<file path="src/rtl/bidir_step_counter.sv">
// Bounded up/down counter with programmable step, saturate or wrap at the bounds,
// synchronous clamped load, and one-cycle sat/wrap event pulses.
module bidir_step_counter #(
  parameter int WIDTH       = 8,
  parameter int MIN_VALUE   = 0,
  parameter int MAX_VALUE   = 255,
  parameter int STEP_W      = 4,
  parameter int RESET_VALUE = 0
) (
  input  logic              clk,
  input  logic              rst,
  input  logic              en,
  input  logic              upDown,
  input  logic [STEP_W-1:0] step,
  input  logic              wrap_mode,
  input  logic              load,
  input  logic [WIDTH-1:0]  load_value,
  output logic [WIDTH-1:0]  count,
  output logic              at_max,
  output logic              at_min,
  output logic              sat_pulse,
  output logic              wrap_pulse
);

  localparam int EW = WIDTH + 1;
  localparam logic [EW-1:0]    MIN_E   = EW'(MIN_VALUE);
  localparam logic [EW-1:0]    MAX_E   = EW'(MAX_VALUE);
  localparam logic [EW-1:0]    RANGE_E = EW'(MAX_VALUE - MIN_VALUE + 1);
  localparam logic [WIDTH-1:0] MIN_C   = WIDTH'(MIN_VALUE);
  localparam logic [WIDTH-1:0] MAX_C   = WIDTH'(MAX_VALUE);
  localparam logic [WIDTH-1:0] RST_C   = WIDTH'(RESET_VALUE);

  logic [WIDTH-1:0] count_q, count_d;
  logic             sat_q, sat_d;
  logic             wrap_q, wrap_d;
  logic [EW-1:0]    cnt_e, step_e, sum_e;

  // One extra bit keeps count+step and MIN+step free of overflow.
  assign cnt_e  = {1'b0, count_q};
  assign step_e = EW'(step);
  assign sum_e  = cnt_e + step_e;

  always_comb begin
    count_d = count_q;
    sat_d   = 1'b0;
    wrap_d  = 1'b0;
    if (load) begin
      if (load_value < MIN_C)      count_d = MIN_C;
      else if (load_value > MAX_C) count_d = MAX_C;
      else                         count_d = load_value;
    end else if (en && (step != '0)) begin
      if (upDown) begin
        if (sum_e <= MAX_E) begin
          count_d = WIDTH'(sum_e);
        end else if (wrap_mode) begin
          count_d = WIDTH'(sum_e - RANGE_E);
          wrap_d  = 1'b1;
        end else begin
          count_d = MAX_C;
          sat_d   = 1'b1;
        end
      end else begin
        // count-step >= MIN rewritten as count >= MIN+step to stay unsigned
        if (cnt_e >= MIN_E + step_e) begin
          count_d = WIDTH'(cnt_e - step_e);
        end else if (wrap_mode) begin
          count_d = WIDTH'(cnt_e + RANGE_E - step_e);
          wrap_d  = 1'b1;
        end else begin
          count_d = MIN_C;
          sat_d   = 1'b1;
        end
      end
    end
  end

  always_ff @(posedge clk) begin
    if (rst) begin
      count_q <= RST_C;
      sat_q   <= 1'b0;
      wrap_q  <= 1'b0;
    end else begin
      count_q <= count_d;
      sat_q   <= sat_d;
      wrap_q  <= wrap_d;
    end
  end

  assign count      = count_q;
  assign at_max     = (count_q == MAX_C);
  assign at_min     = (count_q == MIN_C);
  assign sat_pulse  = sat_q;
  assign wrap_pulse = wrap_q;

endmodule

</file>
<file path="config.mk">
export PLATFORM = sky130hd
export DESIGN_NAME = bidir_step_counter
export DESIGN_NICKNAME = d
export VERILOG_FILES = /design/src/rtl/bidir_step_counter.sv
export SDC_FILE = /design/constraint.sdc
export NUM_CORES = 1
export LEC_CHECK = 0
export ABC_AREA = 1
export CAP_MARGIN = 0
export CELL_PAD_IN_SITES_DETAIL_PLACEMENT = 1
export CELL_PAD_IN_SITES_GLOBAL_PLACEMENT = 1
export CORE_AREA = 2 2 59 61
export CTS_BUF_LIST = sky130_fd_sc_hd__clkbuf_4
export DETAILED_ROUTE_END_ITERATION = 8
export DIE_AREA = 0 0 61 63
export PLACE_DENSITY = 0.89
export RECOVER_POWER = 50
export SLEW_MARGIN = 30
export SYNTH_ARGS = -nofsm -noshare
export SYNTH_HDL_FRONTEND = slang
export SYNTH_SLANG_ARGS = --single-unit
</file>
<file path="constraint.sdc">
create_clock -name clk -period 6.35 [get_ports clk]
set_clock_uncertainty 0.05 [all_clocks]
set_input_delay 1.905 -clock clk [delete_from_list [all_inputs] [get_ports clk]]
set_output_delay 1.905 -clock clk [all_outputs]
set_load 0.005 [all_outputs]
</file>
==> reports/results.txt, run 1 <==
outcome: complete, no violations
Reg area: 200 µm²
Post-synth ARST share: 0%
Design Power: 243 µW
power per cell area: 162 mW/mm²
clock-pin slew of the registers on the worst-case setup and hold paths: 70 ps
1st-pass router iterations: 4
area leader, netlist: dfxtp_1
Cell Count, Final, Fillers Out: 258
syn_area_per_cell: 6.28 µm²
Die Wd: 61 µm
CTS HTree Levels: 1
R2R cell count: 9
routed wire length: 3770 µm
Core Area: 0.00323 mm²
Clk Latency, worst-skew pair: 280 ps
Yosys cell types: 30
Cells after DPL: 255
FF-to-FF End: count[1]$_SDFFE_PP0P_
Synth Flop Type: dfxtp_1
setup_tns: 0 ps
vias in the first global route: 1286
most common cell in the netlist: nand2_1
R2R Setup Slk: 4180 ps
crit path launch type: register
pin count of the biggest net entering global routing: 11
via count: 1342
Synth top area share: 17.5%
setup bufs post-CTS: 0
synthesized cell area: 0.00114 mm²
reg2reg start: count[0]$_SDFFE_PP0P_
Post-synth top cells: nand2_1, nor2_1, inv_1, nand3_1, dfxtp_1
DIE AREA: 0.00384 mm²
Die Span Y: 63 µm
kind of critical path: register to primary output
fin crit share: 60.3%
share of layout cells above drive strength 1: 12.7%
Crit Path Max Fanout: 9
first-pass GRT wire length: 6240 µm
worst-margin pin slew: 426 ps
fin nets: 242
P&R area growth vs syn: 31.3%
global route total overflow: 0
Yosys Warn Count: 0
drt initial violations: 60
wire per inst: 14.6 µm
# diodes: 0
Setup Viol. Count Final: 0
synth top area cells: dfxtp_1, nand2_1, ha_1
Critical Path RT: 4390 ps
# IOs: 30
multi-input gate area in the final layout: 835 µm²
Hold Fails Final Rpt: 0
worst hold path cell count: 2
Max Slew Vio Count: 0
CTS Sinks: 10
#FFs+latches synth: 10
CTS resizes: 0
FILL cells: 432
RSZ-0062 raised after global routing: no
TritonCTS clock tree: done
Final min period: 3830 ps
LEAKAGE: 0.714 nW
Hold Buf Count CTS: 0
Max Cap Viol: 0
CTS root buf: clkbuf_4
antenna viol nets, final: 0
RePlAce Congestion: 0.839
maximum VDD drop: 0.000109 V
sequential share of the synthesized area: 17.5%
number of synthesized flops with an enable pin: 0
vias per cell: 5.20
starting density of the core: 35.3%
DRC Markers: 0
crit path DAT: 1880 ps
total CTS buffers: 3
Cells after Synth: 182
cell row count: 21
Port Buffers: 29
Synthesized Nets: 210
maximum clock insertion buffer count: 2
Max Clk Rate: 261 MHz
post-detail-place hpwl: 3080 µm
Hold WC Path Type: register to register
Max-slew headroom: 71.5%
HP Start: count[7]$_SDFFE_PP0P_
Critical Path Sink Type: primary output
GRT Util Overall: 21.7%
initial antenna violation count: 0
hold endpoint: count[7]$_SDFFE_PP0P_
-- routing by layer --
metal	track usage (%)	wire length [µm]	part of all wire [%]
met1	29.7	1740	46
met2	33.5	1810	48
met3	4.76	145	3.8
met4	6.52	76	2.0
met5	0	0	0
-- power breakdown --
part	switching [mW]	internal, mW
Clock	0.0240	0.0220
Sequential	0.0112	0.0680
Combinational	0.0682	0.0498
-- critical path: stages, from the launching register on --
cell,delay (ps)
dfxtp_1,570
inv_4,110
nor3_4,200
nand3_1,100
nor2_1,100
clkdlybuf4s50_1,510
-- through the flow --
| stage | instance area, µm² | worst slack [ps] | hold slack [ps] | util (%) |
|---|---|---|---|---|
| after global routing | 1500 | 2390 | 563 | 46.4 |
| after global placement | 1480 | 2370 | 504 | 45.8 |
| after CTS | 1500 | 2500 | 524 | 46.5 |
| after floorplan | 1140 | 3020 | 460 | - |
| final | 1500 | 2520 | 514 | 46.4 |
| after detailed placement | 1480 | 2330 | 513 | 45.8 |
-- cell usage in the layout, fill, tap and decap left out, drive strengths merged --
cell type / instances
nand2: 51
inv: 23
nand3: 23
nor2: 21
clkdlybuf4s50: 19
dfxtp: 10
dlygate4sd3: 10
a21oi: 10
ha: 8
o21ai: 8
nand4: 6
nor3: 4
o221ai: 3
clkbuf: 3
or2: 3
nor4: 2
a31oi: 2
fa: 2
o21a: 1
clkinv: 1
xnor2: 1
o21bai: 1
-- flip-flops by register name (all words and copies together), names as in the netlist --
name and flops:
count 8, sat_pulse 1, wrap_pulse 1
-- worst max path at each step --
stage	cells past startpoint	slack, ps	end	from
global placement	9	2370	count[1]$_SDFFE_PP0P_	step[0]
finish	5	2520	at_max	count[4]$_SDFFE_PP0P_
floorplan	8	3020	count[1]$_SDFFE_PP0P_	step[0]
global route	5	2390	at_max	count[4]$_SDFFE_PP0P_
detailed placement	12	2330	count[7]$_SDFFE_PP0P_	step[0]
CTS	5	2500	at_max	count[4]$_SDFFE_PP0P_
-- logic make-up (layout without fill, tap and decap cells) --
kind of cell               count (synthesis)  in the layout  share of synthesized area, %
adders and majority gates                 10             10                          12.3
and+or+nand+nor                          110            110                          46.7
DFF                                       10             10                          17.5
buffers and inverters                     26             56                          9.20
AOI/OAI and AO/OA                         25             25                          13.6
xor gates and xnor gates                   1              1                         0.767
-- cell type report --
| type | instances | share of cell area (%) |
|---|---|---|
| tap | 46 | 3.84 |
| inverter | 24 | 6.34 |
| timing repair buffer | 29 | 19.3 |
| sequential | 10 | 13.3 |
| multi-input combinational | 146 | 55.6 |
| clock buffer | 3 | 1.50 |
No activity file was read; power rests on OpenSTA's default activity.
==> run 2: changes to the inputs <==
- CORE_AREA: 2 2 59 61 -> 2 2 64 66
- DIE_AREA: 0 0 61 63 -> 0 0 66 68
- PLACE_DENSITY: 0.89 -> 0.81
- clock period: 6.35 -> 3.2 ns (I/O delays scaled with it)
==> reports/results.txt, run 2 (same netlist as run 1, synthesis figures left out) <==
outcome: complete, no violations (unchanged)
total CTS buffers: 3 (unchanged)
fin crit share: 90.8%
drt initial violations: 43 (was 60)
via count: 1321 (was 1342)
GRT Util Overall: 18.3% (was 21.7%)
pin count of the biggest net entering global routing: 11 (unchanged)
CTS resizes: 0 (unchanged)
maximum VDD drop: 0.000179 V (was 0.000109 V)
Clk Latency, worst-skew pair: 260 ps (was 280 ps)
CTS Sinks: 10 (unchanged)
TritonCTS clock tree: done (unchanged)
Die Span Y: 68 µm (was 63 µm)
cell row count: 23 (was 21)
clock-pin slew of the registers on the worst-case setup and hold paths: 60 ps (was 70 ps)
DIE AREA: 0.00449 mm² (was 0.00384 mm²)
RePlAce Congestion: 0.872 (was 0.839)
FILL cells: 519 (was 432)
RSZ-0062 raised after global routing: no (unchanged)
P&R area growth vs syn: 32.4% (was 31.3%)
Reg area: 200 µm² (unchanged)
commonest non-fill, non-tap cell in the layout: nand2_1 (unchanged)
multi-input gate area in the final layout: 835 µm² (unchanged)
share of layout cells above drive strength 1: 13.1% (was 12.7%)
DRC Markers: 0 (unchanged)
Port Buffers: 29 (unchanged)
# diodes: 0 (unchanged)
Core Area: 0.00386 mm² (was 0.00323 mm²)
CTS root buf: clkbuf_4 (unchanged)
initial antenna violation count: 0 (unchanged)
Sw Share: 41.4% (was 42.5%)
Critical Path Sink Type: primary output (unchanged)
Crit Path Max Fanout: 9 (unchanged)
crit path launch type: register (unchanged)
Hold Fails Final Rpt: 0 (unchanged)
Hold WC Path Type: register to register (unchanged)
sw power: 196 µW (was 103 µW)
1st-pass router iterations: 4 (unchanged)
LEAKAGE: 0.719 nW (was 0.714 nW)
power per cell area: 313 mW/mm² (was 162 mW/mm²)
routed wire length: 3650 µm (was 3770 µm)
maximum clock insertion buffer count: 2 (unchanged)
global route total overflow: 0 (unchanged)
Max Slew Vio Count: 0 (unchanged)
worst-margin pin slew: 420 ps (was 426 ps)
setup bufs post-CTS: 0 (unchanged)
Final min period: 2910 ps
fin nets: 243 (was 242)
Max Cap Viol: 0 (unchanged)
first-pass GRT wire length: 6340 µm (was 6240 µm)
Flop pwr share: 33.0% (was 32.6%)
max FFs per register: 8 (unchanged)
Clk pwr share: 17.8% (was 18.9%)
Max-slew headroom: 72.0% (was 71.5%)
wire per inst: 13.9 µm (was 14.6 µm)
post-detail-place hpwl: 3030 µm (was 3080 µm)
Power Internal: 278 µW (was 140 µW)
antenna viol nets, final: 0 (unchanged)
Comb pwr share: 49.1% (was 48.5%)
Setup Viol. Count Final: 0 (unchanged)
CTS HTree Levels: 1 (unchanged)
Hold Buf Count CTS: 0 (unchanged)
starting density of the core: 29.6% (was 35.3%)
crit path DAT: 1900 ps (was 1880 ps)
# IOs: 30 (unchanged)
most frequent cells in the layout: nand2_1, nor2_1, clkdlybuf4s50_1 (unchanged)
vias in the first global route: 1336 (was 1286)
kind of critical path: register to primary output (unchanged)
cell area after layout: 0.00151 mm² (was 0.00150 mm²)
vias per cell: 5.02 (was 5.20)
Die Wd: 66 µm (was 61 µm)
Cell Area, Placed: 0.00149 mm² (was 0.00148 mm²)
Max Clk Rate: 344 MHz
Critical Path RT: 2190 ps (was 4390 ps)
setup_tns: 0 ps (unchanged)
## run 2: cell count changes in the layout (fill, tap and decap cells not counted)
cell	before	now
nand2_2	4	5
nand2_1	47	46
nor2_1	19	20
nor2_2	2	1
buf_4	0	1
## run 2: layout make-up
cell class	instances	area share, %
well taps	50	4.14
multi-input cells	146	55.2
flip-flops and latches	10	13.2
clock buffers	3	1.49
repair buffers	30	19.7
inverters	24	6.29
## run 2: path summary, 6_finish.rpt
kind	start	end	slack (ps)	cells after the start
max	count[4]$_SDFFE_PP0P_	at_max	290	5
min	count[7]$_SDFFE_PP0P_	count[7]$_SDFFE_PP0P_	530	2
max reg2reg	count[0]$_SDFFE_PP0P_	count[1]$_SDFFE_PP0P_	1050	9
min reg2reg	count[7]$_SDFFE_PP0P_	count[7]$_SDFFE_PP0P_	530	2
## run 2: metal layers
metal  global-route usage, %  share of wire [%]
met4                    2.30               0.47
met3                    3.13                2.7
met5                       0                  0
met1                    24.1                 48
met2                    32.4                 48
## run 2: critical path: stages (launching register included)
cell and delay, ps:
dfxtp_1 580, inv_4 120, nor3_4 210, nand3_1 120
nor2_1 110, clkdlybuf4s50_1 510
## run 2: stage by stage
step           setup slack [ps]  hold WS [ps]  cells  utilization [%]  power [mW]
2_1_floorplan               815           460    182                -       0.303
3_3_place_gp                151           505    260             38.7       0.395
3_5_place_dp                163           522    260             38.7       0.398
4_1_cts                     288           531    263             39.3       0.485
5_1_grt                     152           559    263             39.2       0.519
6_report                    294           527    263             39.2       0.474
## run 2: power groups by stage
stage               sequential (mW)  combinational (mW)  clock, mW
floorplan                     0.153               0.150          0
global placement              0.160               0.235          0
detailed placement            0.161               0.237          0
CTS                           0.158               0.239     0.0878
global route                  0.160               0.263     0.0960
finish                        0.157               0.233     0.0845
==> run 3: changes to the inputs <==
- SLEW_MARGIN: 30 -> 20
==> results of run 3 <==
Final layout, timing and power as in run 2 (identical DEF).
